### config.mk
export PLATFORM = sky130hd
export DESIGN_NAME = sr_latch_driver
export DESIGN_NICKNAME = d
export VERILOG_FILES = /design/src/rtl/sr_drv_pkg.sv /design/src/rtl/sr_latch_driver_sync.sv /design/src/rtl/sr_latch_driver.sv
export SDC_FILE = /design/constraint.sdc
export NUM_CORES = 1
export LEC_CHECK = 0
export ABC_AREA = 1
export BUFFER_PORTS_ARGS = -buffer_cell sky130_fd_sc_hd__buf_4
export CORE_UTILIZATION = 52
export DETAILED_ROUTE_END_ITERATION = 16
export GPL_TIMING_DRIVEN = 0
export PLACE_DENSITY = 0.75
export SLEW_MARGIN = 25
export SYNTH_ARGS = -nofsm -noshare
export SYNTH_HDL_FRONTEND = slang
export SYNTH_HIERARCHICAL = 1
export SYNTH_SLANG_ARGS = --single-unit
### constraint.sdc
create_clock -name clk -period 3.05 [get_ports clk]
set_input_delay 0.305 -clock clk [delete_from_list [all_inputs] [get_ports clk]]
set_output_delay 0.305 -clock clk [all_outputs]
set_load 0.01 [all_outputs]
### src/rtl/sr_drv_pkg.sv
// Shared types, error codes and small helpers for the SR latch command driver.
package sr_drv_pkg;

    // Driver sequencing states.
    typedef enum logic [1:0] {
        IDLE  = 2'b00,
        DRIVE = 2'b01,
        DEAD  = 2'b10,
        CHECK = 2'b11
    } state_e;

    // Result codes reported on err_code.
    localparam logic [1:0] ERR_NONE    = 2'b00;
    localparam logic [1:0] ERR_TIMEOUT = 2'b01;
    localparam logic [1:0] ERR_INVALID = 2'b10;

    // Largest of three integers; sizes the shared phase counter.
    function automatic int max3(input int a, input int b, input int c);
        int m;
        m = (a > b) ? a : b;
        return (m > c) ? m : c;
    endfunction

    // Feedback is physically impossible for a healthy latch when both rails agree.
    function automatic logic fb_invalid(input logic q, input logic qbar);
        return (q == qbar);
    endfunction

    // Feedback agrees with the commanded latch state on both rails.
    function automatic logic fb_match(input logic q, input logic qbar, input logic target);
        return (q == target) && (qbar == !target);
    endfunction

endpackage : sr_drv_pkg

### src/rtl/sr_latch_driver_sync.sv
// Multi-flop synchroniser bringing the asynchronous latch Q/Qbar rails into the clk domain.
module sr_fb_sync #(
    parameter int STAGES = 2
) (
    input  logic clk,
    input  logic rst_n,
    input  logic q_async_i,
    input  logic qbar_async_i,
    output logic q_sync_o,
    output logic qbar_sync_o
);

    logic [STAGES-1:0] q_chain_q;
    logic [STAGES-1:0] q_chain_d;
    logic [STAGES-1:0] qbar_chain_q;
    logic [STAGES-1:0] qbar_chain_d;

    // New samples enter at bit 0 and walk towards the output bit.
    always_comb begin
        q_chain_d    = {q_chain_q[STAGES-2:0], q_async_i};
        qbar_chain_d = {qbar_chain_q[STAGES-2:0], qbar_async_i};
    end

    // Synchroniser flops, cleared while reset is asserted.
    always_ff @(posedge clk or negedge rst_n) begin
        if (!rst_n) begin
            q_chain_q    <= {STAGES{1'b0}};
            qbar_chain_q <= {STAGES{1'b0}};
        end else begin
            q_chain_q    <= q_chain_d;
            qbar_chain_q <= qbar_chain_d;
        end
    end

    assign q_sync_o    = q_chain_q[STAGES-1];
    assign qbar_sync_o = qbar_chain_q[STAGES-1];

endmodule : sr_fb_sync

### src/rtl/sr_latch_driver.sv
// Clocked command front-end for an asynchronous SR latch: accepts set/reset commands,
// drives a fixed-width non-overlapping S or R pulse, waits a dead time, then checks
// the synchronised feedback and reports done/err while tracking the expected state.
module sr_latch_driver
    import sr_drv_pkg::*;
#(
    parameter int PULSE_W     = 2,
    parameter int DEAD_T      = 1,
    parameter int TIMEOUT     = 4,
    parameter int SYNC_STAGES = 2
) (
    input  logic       clk,
    input  logic       rst_n,
    input  logic       cmd_valid,
    input  logic       cmd_set,
    output logic       cmd_ready,
    output logic       S,
    output logic       R,
    input  logic       Q,
    input  logic       Qbar,
    output logic       busy,
    output logic       done,
    output logic       err,
    output logic [1:0] err_code,
    output logic       exp_q
);

    localparam int CNT_MAX = max3(PULSE_W, DEAD_T, TIMEOUT);
    localparam int CNT_W   = $clog2(CNT_MAX + 1);

    // Reload values: the counter runs down to zero, so a phase of N cycles loads N-1.
    localparam logic [CNT_W-1:0] LD_PULSE = CNT_W'(PULSE_W - 1);
    localparam logic [CNT_W-1:0] LD_DEAD  = CNT_W'((DEAD_T > 0) ? (DEAD_T - 1) : 0);
    localparam logic [CNT_W-1:0] LD_CHECK = CNT_W'(TIMEOUT - 1);
    localparam logic [CNT_W-1:0] CNT_ZERO = {CNT_W{1'b0}};
    localparam logic [CNT_W-1:0] CNT_ONE  = CNT_W'(1);

    state_e           state_q;
    state_e           state_d;
    logic [CNT_W-1:0] cnt_q;
    logic [CNT_W-1:0] cnt_d;
    logic             target_q;
    logic             target_d;

    logic             s_q;
    logic             s_d;
    logic             r_q;
    logic             r_d;
    logic             busy_q;
    logic             busy_d;
    logic             done_q;
    logic             done_d;
    logic             err_q;
    logic             err_d;
    logic [1:0]       err_code_q;
    logic [1:0]       err_code_d;
    logic             exp_q_q;
    logic             exp_q_d;

    logic             q_sync_s;
    logic             qbar_sync_s;
    logic             accept_s;
    logic             cnt_zero_s;
    logic             chk_invalid_s;
    logic             chk_match_s;

    sr_fb_sync #(
        .STAGES (SYNC_STAGES)
    ) u_fb_sync (
        .clk          (clk),
        .rst_n        (rst_n),
        .q_async_i    (Q),
        .qbar_async_i (Qbar),
        .q_sync_o     (q_sync_s),
        .qbar_sync_o  (qbar_sync_s)
    );

    assign accept_s      = cmd_valid && (state_q == IDLE);
    assign cnt_zero_s    = (cnt_q == CNT_ZERO);
    assign chk_invalid_s = fb_invalid(q_sync_s, qbar_sync_s);
    assign chk_match_s   = fb_match(q_sync_s, qbar_sync_s, target_q);

    // State, shared phase counter and captured command target.
    always_ff @(posedge clk or negedge rst_n) begin
        if (!rst_n) begin
            state_q  <= IDLE;
            cnt_q    <= CNT_ZERO;
            target_q <= 1'b0;
        end else begin
            state_q  <= state_d;
            cnt_q    <= cnt_d;
            target_q <= target_d;
        end
    end

    // Next-state sequencing; the counter is reloaded on every state entry.
    always_comb begin
        state_d  = state_q;
        cnt_d    = cnt_q;
        target_d = target_q;
        case (state_q)
            IDLE: begin
                if (accept_s) begin
                    state_d  = DRIVE;
                    cnt_d    = LD_PULSE;
                    target_d = cmd_set;
                end else begin
                    state_d  = IDLE;
                end
            end
            DRIVE: begin
                if (cnt_zero_s) begin
                    if (DEAD_T == 0) begin
                        state_d = CHECK;
                        cnt_d   = LD_CHECK;
                    end else begin
                        state_d = DEAD;
                        cnt_d   = LD_DEAD;
                    end
                end else begin
                    cnt_d = cnt_q - CNT_ONE;
                end
            end
            DEAD: begin
                if (cnt_zero_s) begin
                    state_d = CHECK;
                    cnt_d   = LD_CHECK;
                end else begin
                    cnt_d = cnt_q - CNT_ONE;
                end
            end
            CHECK: begin
                if (chk_invalid_s || chk_match_s || cnt_zero_s) begin
                    state_d = IDLE;
                    cnt_d   = CNT_ZERO;
                end else begin
                    cnt_d = cnt_q - CNT_ONE;
                end
            end
            default: begin
                state_d = IDLE;
                cnt_d   = CNT_ZERO;
            end
        endcase
    end

    // Next values of the registered outputs; invalid feedback outranks a match.
    always_comb begin
        s_d        = 1'b0;
        r_d        = 1'b0;
        done_d     = 1'b0;
        err_d      = err_q;
        err_code_d = err_code_q;
        exp_q_d    = exp_q_q;
        busy_d     = (state_d != IDLE);
        case (state_q)
            IDLE: begin
                if (accept_s) begin
                    s_d        = cmd_set;
                    r_d        = !cmd_set;
                    err_d      = 1'b0;
                    err_code_d = ERR_NONE;
                end else begin
                    s_d = 1'b0;
                    r_d = 1'b0;
                end
            end
            DRIVE: begin
                if (cnt_zero_s) begin
                    s_d = 1'b0;
                    r_d = 1'b0;
                end else begin
                    s_d = target_q;
                    r_d = !target_q;
                end
            end
            DEAD: begin
                s_d = 1'b0;
                r_d = 1'b0;
            end
            CHECK: begin
                if (chk_invalid_s) begin
                    done_d     = 1'b1;
                    err_d      = 1'b1;
                    err_code_d = ERR_INVALID;
                end else if (chk_match_s) begin
                    done_d  = 1'b1;
                    exp_q_d = target_q;
                end else if (cnt_zero_s) begin
                    done_d     = 1'b1;
                    err_d      = 1'b1;
                    err_code_d = ERR_TIMEOUT;
                end else begin
                    done_d = 1'b0;
                end
            end
            default: begin
                s_d = 1'b0;
                r_d = 1'b0;
            end
        endcase
    end

    // Output registers; asynchronous clear pulls S/R low the instant reset asserts.
    always_ff @(posedge clk or negedge rst_n) begin
        if (!rst_n) begin
            s_q        <= 1'b0;
            r_q        <= 1'b0;
            busy_q     <= 1'b0;
            done_q     <= 1'b0;
            err_q      <= 1'b0;
            err_code_q <= ERR_NONE;
            exp_q_q    <= 1'b0;
        end else begin
            s_q        <= s_d;
            r_q        <= r_d;
            busy_q     <= busy_d;
            done_q     <= done_d;
            err_q      <= err_d;
            err_code_q <= err_code_d;
            exp_q_q    <= exp_q_d;
        end
    end

    assign cmd_ready = (state_q == IDLE);
    assign S         = s_q;
    assign R         = r_q;
    assign busy      = busy_q;
    assign done      = done_q;
    assign err       = err_q;
    assign err_code  = err_code_q;
    assign exp_q     = exp_q_q;

endmodule : sr_latch_driver

== Word-level counts from Yosys, hierarchy flattened ==
Cells that the tools add are included.
Storage, ports and cells
  register bits after elaboration: 18
  input port bits: 6
  output and inout bits: 9
  logic and storage cells: 66
Operators by class
  add/sub/neg operators: 1
  equality and inequality tests: 9
  multiplexer cells: 30
  bitwise gates (word level): 1
  reduce and logical (&&, ||, !) cells: 13
Operator list (number)
  $mux W2: 7
  $mux W1: 13
  $mux W3: 4
  $pmux W3 S4: 1
  $pmux W2 S4: 1
  $ne A3 B3 Y1 const B: 2
  $pmux W1 S2: 3
  $eq A2 B2 Y1 const B: 2
  $pmux W2 S2: 1
  $reduce_and A4 Y1: 1
  $reduce_bool A2 Y1: 2
  $eq A1 B1 Y1: 3
  $logic_not A3 Y1: 1
  $reduce_and A3 Y1: 1
  $sub A3 B1 Y3 const B: 1
  $eq A2 B1 Y1 const B: 1
  $logic_and A1 B1 Y1: 2
  $logic_not A1 Y1: 2
  $logic_not A2 Y1: 1
  $logic_or A1 B1 Y1: 2
  $ne A2 B1 Y1 const B: 1
  $reduce_and A2 Y1: 1
  $not A1 Y1: 1

== Logic depth before layout (Yosys ltp) ==
Gate-level depths: netlist of run 1.
  depth after elaboration: 8
  depth in mapped cells: 9
  mapped depth without buffers: 9

== Cells and area by module ==
Netlist of run 1, hierarchy kept.
Modules (own cells, without submodules)
  sr_latch_driver: times used 1, cells an instance 96, area an instance 774.5 µm²
  sr_fb_sync: times used 1, cells an instance 4, area an instance 100.1 µm²

== Least setup slack after synthesis of run 1 ==
No wires, ideal clock.
  path kind: reg2reg
  start point: register cnt_q[0]
  end point: register cnt_q[0]
  data arrival time: 1.161 ns
  required time: 2.937 ns
  path slack: 1.776 ns
  stages on the path, launching flop included: 10
  path buffers: 0
  clock period less this slack: 1.274 ns
  cells stage by stage: dfrtp_1 -> inv_1 -> ha_1 -> nand2_4 -> inv_1 -> nor2_2 -> a21oi_1 -> nand3_1 -> nand2_1 -> inv_1
On the way
  word-level cells in the longest chain between the ends: 4
  elaborated cells between the ends (all ways): 7
  classes of those cells: 1 x add/sub; 4 x mux; 2 x reduce/logical
RTL lines
  from (decl): line sr_latch_driver.sv:40  | logic [CNT_W-1:0] cnt_q;
  from (signal assigned): line sr_latch_driver.sv:91  | cnt_q <= cnt_d;
  parallel branches: the longest is 3 deep, another holds $sub A3 B1 Y3
  $pmux W3 S4 (*): line sr_latch_driver.sv:101  | case (state_q)
Mark *: on every way between the ends.
A chain may end at the register's enable or synchronous reset.

== Worst setup path in the final report of run 1 ==
  start point: register cnt_q[0]
  end point: register busy_q, in the netlist busy
On the way
  word-level cells in the longest chain between the ends: 5
  elaborated cells between the ends (all ways): 7
  classes of those cells: 4 x mux; 3 x reduce/logical
RTL lines
  $logic_not A3 Y1 (*): line sr_latch_driver.sv:79  | assign cnt_zero_s = (cnt_q == CNT_ZERO);
  $logic_or A1 B1 Y1: line sr_latch_driver.sv:133  | if (chk_invalid_s || chk_match_s || cnt_zero_s) begin
  $mux W2: line sr_latch_driver.sv:133
  $pmux W2 S4 (*): line sr_latch_driver.sv:101
  net state_d[0]: line sr_latch_driver.sv:39  | state_e state_d;
  $reduce_bool A2 Y1 (*): line sr_latch_driver.sv:155  | busy_d = (state_d != IDLE);
  net busy_d: line sr_latch_driver.sv:50  | logic busy_d;
  to (signal assigned): line sr_latch_driver.sv:217  | busy_q <= busy_d;
  to (decl): line sr_latch_driver.sv:49  | logic busy_q;
The timed path passes the listed nets; every way through them passes the cells marked *.

==> summary.txt, run 1 <==
Place
  • IO Port Bufs: 14
  • Hpwl dp: roughly 1200 um
  • Cell Area, Placed: around 1000 um2
  • Pre-CTS WS: around 1.6 ns
  • Routability cong.: a little under 0.9
  • Cell count after placement: between 100 and 150

Timing
  • Tcrit/Tclk final: a little under half
  • Worst slew pin tran: ~0.23 ns
  • RSZ-0062 raised after global routing: false
  • Setup violators final: 0
  • Skew final: ~0.0079 ns
  • Fin crit period: between 1 and 1.5 ns
  • Pins Over Slew Limit: 0
  • Rel. slew slack: 84.94%
  • Final hold vios: 0
  • Achievable clock frequency: slightly below 700 MHz
  • Final WS setup: about 1.6 ns
  • Setup TNS: 0 ns

Critical path
  • Critical path launch point type: register
  • Delay of the slowest critical-path stage: around 0.37 ns
  • Critical-path cell list: inv_1 -> ha_1 -> nand2_4 -> inv_1 -> nor2_2 -> inv_2 -> nand4_2 -> inv_2 -> nand2_1
  • Critical path class: register to register
  • Crit-path max FO: 8
  • CP Data Required Time: around 3.2 ns
  • Slowest cell on crit path: dfrtp_1
  • Critical R2R Launch: cnt_q[0]
  • Reg2reg path depth: 9
  • CP Data Arrival Time: 1.63 ns
  • Delay-heaviest family, CP: buffers and inverters
  • Reg2reg end: busy
  • Worst R2R Setup Slack: between 1.5 and 2 ns
  • Buffers plus inverters on the worst setup path: 4
  • CP Capture Type: register

Logic synthesis
  • Post-Syn Nets: 108
  • Synthesized area: 874.6 um2
  • Sequential area share after synthesis: between 50 and 60%
  • Synth warn: 6
  • Flops & latches, synth: 18
  • Cells after Synth: 100
  • Syn Area/Cell: 8.746 um2
  • Post-synth cell types: 20

Global routing
  • Initial antenna violation count: 0
  • GR Util All Layers: slightly below 20%
  • Vias in the first global route: between 600 and 700
  • First-pass GRT wire length: between 2000 and 3000 um
  • Grt ovf: 0
  • Largest net degree at the start of global routing: 19

Power
  • Psw: 0.4359 mW
  • Sequential share of power: a little over a third
  • Comb pwr share: ~50%
  • Leakage: 0.5774 nW
  • Internal power: ~0.59 mW
  • Max VDD drop: roughly 550 uV
  • Switching fraction of total power: approximately 42%
  • Clock power frac: between 10% and 20%
  • Power Dens Cells: around 1000 mW/mm2

Final layout
  • Layout Nets: about 130
  • Multi-input gate area: around 330 um2
  • Most common cell after layout, fill and taps aside: nand2_1
  • Finished Layout Cells: 135
  • Fraction of layout instances using a drive strength above 1: between 30% and 40%
  • Final core occ: 67.86%
  • Layout overhead on the synthesized area: 19.60%
  • Sequential Area: 450.4 um2
  • Final Cell Area: 0.001046 mm2
  • Fill cell count: roughly 120
  • Most frequent cells in the layout: nand2_1 (22), inv_1 (19), dfrtp_1 (18)
  • Diode count: 0

Clocking
  • Root buf cell: clkbuf_4
  • CTS clk-pin slew, worst paths: around 0.11 ns
  • Htree depth: 1
  • Clock Tree Buf Depth: 2
  • CTS tree: done
  • Clk_lat worst skew: 0.29 ns
  • CTS Buf Count: 3
  • CTS sink count: 18
  • Setup Fix Bufs, Post-CTS: 0
  • CTS resizes: 0

Routing
  • DRC viols: 0
  • Routed vias: 685
  • Wire per inst: around 12 um
  • Vias/cell: just over 5
  • Post-Route WL: around 1600 um
  • Antenna violation net count after detailed routing: 0
  • DR pass1 iterations: 4
  • Initial DRC Count: 8

Status
  • Status: completed

Floorplan
  • DIE AREA: ~0.0018 mm2
  • Placeable Area: 0.001541 mm2
  • FP Rows: 14
  • Die width: about 43 um
  • Starting Density: between 50% and 60%
  • Vert. Die Dim: 43.01 um
  • I/O pins: 15

Hold path
  • Worst hold path type: input pin to register
  • HP Start: Qbar
  • Hold Path Sink: u_fb_sync/qbar_chain_q[0]
  • Hold depth: 1

Run
  • Max-cap violations: 0
## worst max-delay path by stage
stage                   from  endpoint  slack (ns)  cells after the start
floorplan           cnt_q[0]  cnt_q[0]        1.78                      9
global placement    cnt_q[0]  cnt_q[0]        1.67                      9
detailed placement  cnt_q[0]  cnt_q[0]        1.62                      9
CTS                 cnt_q[0]  cnt_q[0]        1.60                      9
global route        cnt_q[0]  cnt_q[0]        1.45                      9
finish              cnt_q[0]      busy        1.60                      9
## cells by family (layout without fill, tap and decap cells)
group / Yosys count / after routing / synth area share, %
buffers and inverters: 25 / 44 / 10.73
AO/OA/AOI/OAI: 13 / 13 / 8.154
flip-flops: 18 / 18 / 51.50
adder cells (fa/ha/maj): 2 / 2 / 2.861
AND/OR/NAND/NOR: 41 / 41 / 25.75
XOR/XNOR: 1 / 1 / 1.002
## routing by layer
layer / share of wire [%] / global-route usage (%) / routed length [um]
met1: 45 / 23.03 / 722
met2: 48 / 33.33 / 767
met3: 4.7 / 4.255 / 76
met4: 2.4 / 9.697 / 38
met5: 0 / 0 / 0
## per-stage QoR
step | power, mW | hold WS [ns]
2_1_floorplan | 0.7302 | 0.009409
3_3_place_gp | 0.8656 | 0.1819
3_5_place_dp | 0.8856 | 0.1852
4_1_cts | 1.034 | 0.1136
5_1_grt | 1.112 | 0.09893
6_report | 1.029 | 0.1175
## synthesized netlist by cell type, drive strengths merged
library cell,number,area [um2]
ha,2,25.02
xor2,1,8.760
nand3,4,32.53
inv,25,93.84
nor2,7,48.80
o22ai,2,12.51
nand4,4,31.28
a21oi,1,5.000
dfrtp,18,450.4
o21ai,10,53.80
nand2,26,112.6
## timing repair
action / in CTS / in global routing
endpoints found under the setup margin: 0 / 0
hold buffers: 1 / 0
endpoints found under the hold margin: 18 / 0
## area by class of cell
class                      count  area share (%)
clock buffer                   4           3.469
tap                           16           1.914
inverter                      25           8.971
sequential                    18           43.06
timing repair buffer          15           11.00
multi-input combinational     57           31.58
## worst reg2reg max path: cells and delay by family, from the launching register on
| family | cells | cell delay, ns |
|---|---|---|
| buffers and inverters | 4 | 0.41 |
| DFF | 1 | 0.37 |
| and+or+nand+nor | 4 | 0.32 |
| adders and majority gates | 1 | 0.22 |
## power groups by stage
stage          clock [mW]  sequential [mW]  combinational [mW]
3_3_place_gp            0            0.367               0.498
5_1_grt             0.159            0.376               0.577
3_5_place_dp            0            0.371               0.514
2_1_floorplan           0            0.386               0.344
4_1_cts             0.149            0.368               0.517
6_report            0.146            0.367               0.515
## flip-flops by register name (all words and copies together), names as in the netlist
name	count
err_code	2
state_q	2
u_fb_sync/qbar_chain_q	2
done	1
err	1
target_q	1
u_fb_sync/q_chain_q	2
S	1
R	1
exp_q	1
busy	1
cnt_q	3
(Power assumes the default switching activity.)
==> run 2: changes to the inputs <==
--- a/config.mk
+++ b/config.mk
@@ -5,7 +5,7 @@
 export SDC_FILE = /design/constraint.sdc
 export NUM_CORES = 1
 export LEC_CHECK = 0
-export ABC_AREA = 1
+export ABC_AREA = 0
 export BUFFER_PORTS_ARGS = -buffer_cell sky130_fd_sc_hd__buf_4
 export CORE_UTILIZATION = 52
 export DETAILED_ROUTE_END_ITERATION = 16
==> constraint.sdc (replaced) <==
create_clock -name clk -period 1.52 [get_ports clk]
set_input_delay 0.152 -clock clk [delete_from_list [all_inputs] [get_ports clk]]
set_output_delay 0.152 -clock clk [all_outputs]
set_load 0.01 [all_outputs]
==> run 2 against run 1 <==
Area after synthesis up 0.29%. Largest cell class unchanged. Critical endpoint is now err_code[0]. Critical path type unchanged. Synthesized cell count decreased by 12%. Critical path depth decreased by 4. Maximum frequency is 1.4% lower. Highest routed layer unchanged. Clock-buffer cell count is 1 lower. Largest power group unchanged.
==> summary.txt, run 2 <==
Status
  • Status: completed

Hold path
  • Worst hold path type: input pin to register
  • HP Start: cmd_set
  • Hold Path Sink: target_q
  • Hold depth: 3

Floorplan
  • FP Rows: 14
  • Die width: ~43 um
  • Placeable Area: around 0.0015 mm2
  • I/O pins: 15
  • DIE AREA: between 0.0015 and 0.002 mm2
  • Starting Density: between 50 and 60%
  • Vert. Die Dim: between 40 and 50 um

Final layout
  • Fraction of layout instances using a drive strength above 1: 25.93%
  • Max reg flops: 3
  • Layout overhead on the synthesized area: 25.25%
  • Final core occ: a little under three quarters
  • Diode count: 0
  • Most common cell after layout, fill and taps aside: dfrtp_1
  • Most frequent cells in the layout: dfrtp_1 (18), buf_4 (14), nor2_1 (11)
  • Largest Register: cnt_q
  • Layout Nets: between 100 and 150

Global routing
  • Vias in the first global route: between 600 and 700
  • Largest net degree at the start of global routing: 19
  • First-pass GRT wire length: 2849 um
  • GR Util All Layers: about a fifth
  • Initial antenna violation count: 0
  • Grt ovf: 0

Logic synthesis
  • Synth Area in Simple Gates: a little under a quarter
  • EDFF count, synth: 0
  • Synthesized area: just under 900 um2
  • Cells after Synth: roughly 90
  • Post-synthesis compound-gate area fraction: ~14%
  • Most frequent cell after synthesis: dfrtp_1
  • Synth Area in Adders: between 2 and 3%
  • Largest cells by area after synthesis: dfrtp_1 (51%), nor2_1 (4.7%), nand2_1 (4.3%)
  • Share of flip-flops with an asynchronous set or reset: 100.0%
  • Post-Synth XOR/XNOR Area: 1.997%
  • Sequential area share after synthesis: between 50% and 60%
  • Post-Syn Nets: 96
  • Flops & latches, synth: 18
  • Area share of the largest cell type after synthesis: between 50% and 60%
  • Synth top cells by count: dfrtp_1 (18), nor2_1 (11), nand2_1 (10)
  • Synth warn: 6
  • Yosys top cell by area: dfrtp_1
  • Largest family of logic cells by synthesized area: simple AND/OR/NAND/NOR gates
  • Syn Area/Cell: roughly 10 um2
  • Dominant synthesized flop cell: dfrtp_1
  • Post-synth cell types: 31
  • Post-synthesis mux area share: ~1.1%

Clocking
  • CTS tree: done
  • Root buf cell: clkbuf_4
  • Clock Tree Buf Depth: 2
  • Clk_lat worst skew: around 0.29 ns
  • CTS clk-pin slew, worst paths: approximately 0.1 ns
  • CTS Buf Count: 3
  • CTS sink count: 18
  • Htree depth: 1
  • Setup Fix Bufs, Post-CTS: 0

Timing
  • RSZ-0062 raised after global routing: true
  • Rel. slew slack: between 60% and 70%
  • Worst slew pin tran: approximately 0.47 ns
  • Achievable clock frequency: approximately 680 MHz
  • Pins Over Slew Limit: 0
  • WHS: about 0.070 ns
  • Setup TNS: 0 ns
  • Final hold vios: 0
  • Setup violators final: 0
  • Skew final: approximately 0.0049 ns
  • Tcrit/Tclk final: 96.49%
  • Final WS setup: approximately 0.053 ns
  • Fin crit period: 1.467 ns

Routing
  • Initial DRC Count: 8
  • Post-Route WL: between 1500 and 2000 um
  • DRC viols: 0
  • Vias/cell: between 5 and 6
  • Antenna violation net count after detailed routing: 0
  • Routed vias: 702
  • DR pass1 iterations: 4
  • Wire per inst: roughly 13 um

Critical path
  • Delay of the slowest critical-path stage: 0.40 ns
  • Critical-path cell list: buf_6 -> or3b_4 -> a41oi_4 -> nor2_1 -> o22a_1
  • Worst R2R Setup Slack: 0.05 ns
  • CP Data Required Time: between 1.5 and 2 ns
  • Critical path launch point type: register
  • Crit-path max FO: 7
  • Reg2reg path depth: 5
  • Critical R2R Launch: u_fb_sync/q_chain_q[1]
  • CP Capture Type: register
  • CP Data Arrival Time: around 1.7 ns
  • Slowest cell on crit path: or3b_4
  • Critical path class: register to register
  • Reg2reg end: err_code[0]

Run
  • Max-cap violations: 0

Power
  • Power Dens Cells: between 1500 and 2000 mW/mm2
  • Leakage: 0.4916 nW
  • Max VDD drop: roughly 1100 uV

Place
  • IO Port Bufs: 14
  • Pre-CTS WS: -0.07772 ns
  • Hpwl dp: about 1200 um
  • Routability cong.: around 0.80
[run 2: changes by cell type in the layout (fill, tap and decap cells not counted), sizes merged, moves of 4 or more]
cell   change
nor2       +4
nand4      -4
o21ai      -4
buf        +4
nand2     -16
inv       -23
[run 2: how the worst max path moves through the flow]
stage                              to  cells after the start                   start
after floorplan           err_code[0]                      5  u_fb_sync/q_chain_q[1]
after global placement       cnt_q[0]                      6                cnt_q[0]
after detailed placement     cnt_q[0]                      6                cnt_q[0]
after CTS                 err_code[0]                      5                target_q
after global routing              err                      5              state_q[0]
final                     err_code[0]                      5  u_fb_sync/q_chain_q[1]
[run 2: cells by family after synthesis]
| family | Yosys count |
|---|---|
| flops | 18 |
| fa+ha+maj | 2 |
| buf+inv | 7 |
| compound gates | 18 |
| mux | 1 |
| xor+xnor | 2 |
| simple gates | 40 |
[run 2: area by class of cell]
cell class	instances	area, um2
timing repair buffer	17	135.1
inverter	2	7.507
clock buffer	3	22.52
tap	16	20.02
buffer	5	36.28
fill	119	442.9
sequential	18	450.4
multi-input combinational	63	426.7
[run 2: report_power, final]
part | leakage, nW | switching, mW | total [mW] | internal (mW)
combinational | 0.259 | 0.608 | 1.09 | 0.481
sequential | 0.219 | 0.0835 | 0.730 | 0.646
clock | 0.0138 | 0.141 | 0.233 | 0.0921
total | 0.492 | 0.832 | 2.05 | 1.22
[run 2: per-stage QoR]
stage | instances | instance area, um2 | total power, mW
floorplan | 88 | 877.1 | 1.416
global placement | 118 | 1002 | 1.700
detailed placement | 118 | 1002 | 1.725
CTS | 124 | 1057 | 1.972
global route | 124 | 1099 | 2.201
finish | 124 | 1099 | 2.051
[run 2: metal layers]
layer  vias to the layer above  global-route usage (%)  routed length, um
met5                         -                       0                  0
met2                        14                   32.12                765
li1                        345                       -                  -
met4                         0                   10.91                 35
met1                       339                   28.21                808
met3                         4                   2.979                 62
[run 2: critical path: cells and delay by family, from the launching register on]
| kind | cells | cell delay [ns] |
|---|---|---|
| and+or+nand+nor | 2 | 0.47 |
| DFF | 1 | 0.39 |
| AOI/OAI and AO/OA | 2 | 0.37 |
| buffers and inverters | 1 | 0.14 |
[run 2: repair_timing]
| item | 4_1_cts | 5_1_grt |
|---|---|---|
| gates cloned | 0 | 0 |
| resized for setup | 1 | 7 |
| setup endpoints to repair | 6 | 7 |
| endpoints found under the hold margin | 20 | 0 |
| pin swaps | 2 | 0 |
| hold buffers | 3 | 0 |
